==> config.mk <==
export PLATFORM = sky130hd
export DESIGN_NAME = ifetch_unit
export DESIGN_NICKNAME = d
export VERILOG_FILES = /design/src/rtl/ifetch_pkg.sv /design/src/rtl/ifetch_fifo.sv /design/src/rtl/ifetch_unit.sv
export SDC_FILE = /design/constraint.sdc
export NUM_CORES = 1
export LEC_CHECK = 0
export BUFFER_PORTS_ARGS = -buffer_cell sky130_fd_sc_hd__buf_4
export CAP_MARGIN = 10
export CORE_ASPECT_RATIO = 0.75
export CORE_MARGIN = 3
export CORE_UTILIZATION = 56
export CTS_CLUSTER_DIAMETER = 40
export DETAILED_ROUTE_END_ITERATION = 10
export GPL_ROUTABILITY_DRIVEN = 0
export GPL_TIMING_DRIVEN = 0
export PLACE_DENSITY = 0.78
export SLEW_MARGIN = 20
export SYNTH_ARGS = -nofsm -noshare
export SYNTH_HDL_FRONTEND = slang
export SYNTH_HIERARCHICAL = 1
export SYNTH_SLANG_ARGS = --single-unit
==> constraint.sdc <==
create_clock -name clk -period 9 [get_ports clk]
set_input_delay 0.45 -clock clk [delete_from_list [all_inputs] [get_ports clk]]
set_output_delay 0.45 -clock clk [all_outputs]
set_load 0.05 [all_outputs]
==> src/rtl/ifetch_pkg.sv <==
// Shared definitions for the instruction fetch stage: reset PC, FSM
// encoding, instruction field positions and the PC increment.
package ifetch_pkg;

    localparam logic [31:0] PC_RESET_DEFAULT = 32'h0000_3000;
    localparam logic [31:0] PC_STEP          = 32'd4;

    localparam int OP_MSB    = 31;
    localparam int OP_LSB    = 26;
    localparam int FUNCT_MSB = 5;
    localparam int FUNCT_LSB = 0;

    typedef enum logic [1:0] {
        ST_IDLE  = 2'd0,
        ST_FETCH = 2'd1,
        ST_WAIT  = 2'd2
    } fetch_state_e;

    function automatic logic [31:0] word_align(input logic [31:0] addr);
        return {addr[31:2], 2'b00};
    endfunction

endpackage

==> src/rtl/ifetch_fifo.sv <==
// Two-entry circular buffer of {pc, inst} pairs between fetch and decode.
// Ports:
//   clk, rst            clock, synchronous active-high reset
//   push, push_data     write one entry (never issued when full)
//   pop                 drop the head entry
//   flush               empty the buffer; overrides push and pop
//   head                current head entry, read combinationally
//   count               number of valid entries (0..2)
module ifetch_fifo (
    input  logic        clk,
    input  logic        rst,
    input  logic        push,
    input  logic [63:0] push_data,
    input  logic        pop,
    input  logic        flush,
    output logic [63:0] head,
    output logic [1:0]  count
);
    logic [63:0] mem_q [2];
    logic [63:0] mem_d [2];
    logic        wr_ptr_q, wr_ptr_d;
    logic        rd_ptr_q, rd_ptr_d;
    logic [1:0]  count_q, count_d;

    always_comb begin
        mem_d    = mem_q;
        wr_ptr_d = wr_ptr_q;
        rd_ptr_d = rd_ptr_q;
        count_d  = count_q;
        if (flush) begin
            wr_ptr_d = 1'b0;
            rd_ptr_d = 1'b0;
            count_d  = 2'd0;
        end else begin
            if (push) begin
                mem_d[wr_ptr_q] = push_data;
                wr_ptr_d        = ~wr_ptr_q;
            end
            if (pop) begin
                rd_ptr_d = ~rd_ptr_q;
            end
            count_d = count_q + {1'b0, push} - {1'b0, pop};
        end
    end

    always_ff @(posedge clk) begin
        if (rst) begin
            wr_ptr_q <= 1'b0;
            rd_ptr_q <= 1'b0;
            count_q  <= 2'd0;
        end else begin
            wr_ptr_q <= wr_ptr_d;
            rd_ptr_q <= rd_ptr_d;
            count_q  <= count_d;
        end
    end

    // Storage carries no reset; validity is tracked by count alone.
    always_ff @(posedge clk) begin
        mem_q <= mem_d;
    end

    assign head  = mem_q[rd_ptr_q];
    assign count = count_q;

endmodule

==> src/rtl/ifetch_unit.sv <==
// Instruction fetch stage: owns the PC, runs the req/ack handshake to
// instruction memory and feeds decode through a 2-entry buffer.
//
// state | meaning
// IDLE  | one cycle after reset, no request
// FETCH | request outstanding at pc (imem_req=1)
// WAIT  | buffer full, request withheld
//
// Ports:
//   clk, rst                 clock, synchronous active-high reset
//   imem_req/addr            request to memory, held until imem_ack
//   imem_ack/rdata           memory response
//   inst_valid/ready         head handshake to decode
//   inst_out/inst_pc         head instruction and its PC (0 when empty)
//   op/funct                 opcode and function fields of inst_out
//   redirect_valid/pc        load new PC and flush the buffer
module ifetch_unit
    import ifetch_pkg::*;
#(
    parameter logic [31:0] PC_RESET   = PC_RESET_DEFAULT,
    parameter int          FIFO_DEPTH = 2
) (
    input  logic        clk,
    input  logic        rst,
    output logic        imem_req,
    output logic [31:0] imem_addr,
    input  logic        imem_ack,
    input  logic [31:0] imem_rdata,
    output logic        inst_valid,
    input  logic        inst_ready,
    output logic [31:0] inst_out,
    output logic [31:0] inst_pc,
    output logic [5:0]  op,
    output logic [5:0]  funct,
    input  logic        redirect_valid,
    input  logic [31:0] redirect_pc
);
    localparam logic [1:0] FULL_COUNT = 2'(FIFO_DEPTH);

    fetch_state_e state_q, state_d;
    logic [31:0]  pc_q, pc_d;
    logic [31:0]  pend_pc_q, pend_pc_d;
    logic         discard_q, discard_d;

    logic         ack_fire;
    logic         push;
    logic         pop;
    logic [1:0]   count;
    logic [1:0]   count_next;
    logic [63:0]  head;
    logic [31:0]  redirect_tgt;

    assign ack_fire     = (state_q == ST_FETCH) && imem_ack;
    assign inst_valid   = (count != 2'd0);
    assign pop          = inst_valid && inst_ready;
    // A redirect drops whatever returns this cycle; a discarded fetch is stale.
    assign push         = ack_fire && !discard_q && !redirect_valid;
    assign redirect_tgt = word_align(redirect_pc);
    assign count_next   = redirect_valid ? 2'd0
                                         : count + {1'b0, push} - {1'b0, pop};

    ifetch_fifo u_fifo (
        .clk       (clk),
        .rst       (rst),
        .push      (push),
        .push_data ({pc_q, imem_rdata}),
        .pop       (pop),
        .flush     (redirect_valid),
        .head      (head),
        .count     (count)
    );

    always_comb begin
        state_d   = state_q;
        pc_d      = pc_q;
        pend_pc_d = pend_pc_q;
        discard_d = discard_q;
        if (redirect_valid) begin
            if (state_q == ST_FETCH && !imem_ack) begin
                // Memory still owes us a word at pc_q; keep the address
                // stable and remember where to go once it arrives.
                discard_d = 1'b1;
                pend_pc_d = redirect_tgt;
            end else begin
                pc_d      = redirect_tgt;
                discard_d = 1'b0;
                state_d   = ST_FETCH;
            end
        end else begin
            unique case (state_q)
                ST_IDLE: state_d = ST_FETCH;
                ST_FETCH: begin
                    if (imem_ack) begin
                        if (discard_q) begin
                            pc_d      = pend_pc_q;
                            discard_d = 1'b0;
                        end else begin
                            pc_d = pc_q + PC_STEP;
                        end
                        state_d = (count_next < FULL_COUNT) ? ST_FETCH : ST_WAIT;
                    end
                end
                ST_WAIT: begin
                    if (count_next < FULL_COUNT) state_d = ST_FETCH;
                end
                default: state_d = ST_IDLE;
            endcase
        end
    end

    always_ff @(posedge clk) begin
        if (rst) begin
            state_q   <= ST_IDLE;
            pc_q      <= word_align(PC_RESET);
            pend_pc_q <= word_align(PC_RESET);
            discard_q <= 1'b0;
        end else begin
            state_q   <= state_d;
            pc_q      <= pc_d;
            pend_pc_q <= pend_pc_d;
            discard_q <= discard_d;
        end
    end

    assign imem_req  = (state_q == ST_FETCH);
    assign imem_addr = pc_q;
    assign inst_out  = inst_valid ? head[31:0]  : 32'h0;
    assign inst_pc   = inst_valid ? head[63:32] : 32'h0;
    assign op        = inst_out[OP_MSB:OP_LSB];
    assign funct     = inst_out[FUNCT_MSB:FUNCT_LSB];

endmodule

==> metrics.md <==
| Metric | Value |
|---|---|
| Outcome | `completed` |
| Post-DRT Antenna Nets | `0` |
| Longest Clk Path Bufs | `2` |
| Diode count | `0` |
| Num ports | `179` |
| Num CTS Buffers | `17` |
| Tmin final | `3.12 ns` |
| Post-DP HPWL | `17.3 mm` |
| # H-tree levels | `4` |
| R2R Path End | `u_fifo/mem_q[80]$_DFFE_PP_` |
| Share of cells above drive strength 1 | `0.311` |
| Starting Density | `0.587` |
| #FFs+latches synth | `195` |
| Antenna violations before repair | `0` |
| Post-Route Utilization | `0.734` |
| Synth unique cells | `67` |
| Total wire length | `23.6 mm` |
| Area leader, netlist | `edfxtp_1` |
| Total GRT Usage | `0.261` |
| Setup tns final | `0 ns` |
| Post-CTS Setup Repair Bufs | `0` |
| Total core area | `0.0156 mm^2` |
| Vias in the first global route | `6808` |
| Async SR Flop Fraction | `0` |
| Synth Instances | `797` |
| Hold Path End | `u_fifo/mem_q[89]$_DFFE_PP_` |
| Seq/Total Area, Yosys | `0.565` |
| Leak Pwr | `4.45 nW` |
| Launch point of the worst path | `discard_q$_SDFFE_PP0P_` |
| Slew HR | `0.281` |
| Worst EP required | `9.14 ns` |
| Crit end category | `flop` |
| Pwr Density | `178 mW/mm^2` |
| Post-Syn Area | `0.00917 mm^2` |
| Fin Clk Skew | `0.0133 ns` |
| Std cell rows | `39` |
| Initial DRC count | `888` |
| Vias/cell | `5.84` |
| CTS sink cnt | `195` |
| EDFF count, synth | `128` |
| Pre-CTS WS | `5.69 ns` |
| Die area | `0.0180 mm^2` |
| Cell with the most instances after synthesis | `edfxtp_1` |
| Clock root cell | `clkbuf_16` |
| Setup ws final | `5.88 ns` |
| Hold Crit Class | `in2reg` |
| Setup CP Type | `reg2reg` |
| Flop2flop setup slack | `5.88 ns` |
| Overall die height | `117 um` |
| Largest net degree at the start of global routing | `37` |
| Residual DRC | `0` |
| Fill cells | `1108` |
| DRT Pass-1 Iters | `7` |
| Crit start category | `flop` |
| Reg-to-Reg Start | `discard_q$_SDFFE_PP0P_` |
| Yosys warns | `6` |
| Synth area leaders | `edfxtp_1 42%, dfxtp_1 15%, mux2_4 8.2%` |
| Hold path depth | `1` |
| Port buffer count | `174` |
| RSZ-0062 raised after global routing | `false` |
| Post-cts sizing count | `0` |
| Post-synth top area share | `0.419` |
| Final setup vio count | `0` |
| Maximum clock rate | `0.320 GHz` |
| Final Hold Violating Endpoints | `0` |
| Placed cell area | `0.0109 mm^2` |
| WL/cell | `19.3 um` |
| DR vias | `7142` |
| Worst-path maximum fanout | `10` |
| Peak supply drop | `0.000141 V` |
| Fin nets | `1077` |
| Max-slew violations | `0` |
| Area Growth Syn to Fin | `24.9%` |
| Die Wd | `154 um` |
| CTS tree | `done` |
| Mean post-synth cell area | `11.5 um^2` |
| WP data arrival | `3.26 ns` |
| First-pass GRT wire length | `36.3 mm` |
| Clk pin slew, worst setup/hold paths | `0.07 ns` |
| Worst skew pair latency | `0.43 ns` |
| Top FF cell, synth | `edfxtp_1` |
| Post-synth top cells | `128 x edfxtp_1, 107 x nand2_1, 68 x and2_1` |
| Number of max-cap violations | `0` |
| Finished layout cell area | `0.0115 mm^2` |
| Final worst-path cycle share | `0.347` |
| FF-to-FF path depth | `10` |
| Hold_sp | `imem_rdata[25]` |
| Overflow after GRT | `0` |
| Hold buffers post-CTS | `0` |
| Worst slew pin tran | `1.07 ns` |
## layout by cell type (no fill, tap or decap), drive strengths merged, types with 13 or more instances in the layout
cell type	n
clkbuf	55
inv	18
buf	211
and2	68
dfxtp	67
mux2	64
o21ai	39
nor2	24
nand2	107
nor3	16
edfxtp	128
nand4	13
a21oi	53
## flip-flops by register name (all words and copies together) (netlist names)
signal / cells
u_fifo/wr_ptr_q: 1
state_q: 2
u_fifo/mem_q: 128
pend_pc_q: 30
imem_addr: 30
u_fifo/rd_ptr_q: 1
discard_q: 1
u_fifo/count: 2
## report_power, final
group / internal [mW] / total (mW) / switching (mW)
Sequential: 0.977 / 1.01 / 0.0287
Clock: 0.442 / 0.780 / 0.338
Combinational: 0.0913 / 0.259 / 0.167
Total: 1.51 / 2.04 / 0.534
## routing by layer
layer	vias to the layer above	part of all wire	global-route usage
li1	3282	-	-
met1	3401	0.42	0.366
met2	416	0.45	0.410
met3	43	0.11	0.0717
met4	0	0.020	0.0694
met5	-	0	0
## worst max path at each step
stage / to / slack, ns
after floorplan: u_fifo/mem_q[100]$_DFFE_PP_ / 2.49
after global placement: u_fifo/mem_q[86]$_DFFE_PP_ / -0.42
after detailed placement: u_fifo/mem_q[86]$_DFFE_PP_ / 5.69
after CTS: u_fifo/mem_q[82]$_DFFE_PP_ / 5.92
after global routing: u_fifo/mem_q[105]$_DFFE_PP_ / 5.68
final: u_fifo/mem_q[80]$_DFFE_PP_ / 5.88
## per-stage QoR
| stage | total power [mW] | std cells | hold slack, ns |
|---|---|---|---|
| finish | 2.04 | 1222 | 0.205 |
| global placement | 1.28 | 1181 | 0.438 |
| global route | 2.11 | 1222 | 0.185 |
| CTS | 2.05 | 1222 | 0.191 |
| detailed placement | 1.28 | 1190 | 0.448 |
| floorplan | 1.18 | 802 | 0.431 |
## layout make-up
type	instances	area (um^2)	share of cell area
buffer	65	372	0.0324
sequential	195	5180	0.453
clock buffer	18	429	0.0375
timing repair buffer	183	1390	0.122
inverter	15	56.3	0.00491
clock inverter	14	176	0.0154
multi-input combinational	527	3590	0.313
tap	205	256	0.0224
## kinds of logic after synthesis
logic type / count (synthesis) / synth area share
adder cells (fa/ha/maj): 4 / 0.00546
buffers and inverters: 80 / 0.0467
multiplexers: 70 / 0.106
other: 1 / 0.000409
AO/OA/AOI/OAI: 149 / 0.0996
flip-flops: 195 / 0.565
AND/OR/NAND/NOR: 284 / 0.162
XOR/XNOR: 14 / 0.0149
## critical path, cell delays in order (launching register included)
cell      delay [ns]
dfxtp_1         0.32
or2_1           0.23
clkbuf_1        0.20
clkbuf_1        0.32
nor2_1          0.32
nor3b_2         0.45
buf_4           0.26
buf_4           0.20
buf_4           0.20
buf_4           0.17
buf_6           0.16
(Power assumes the default switching activity.)
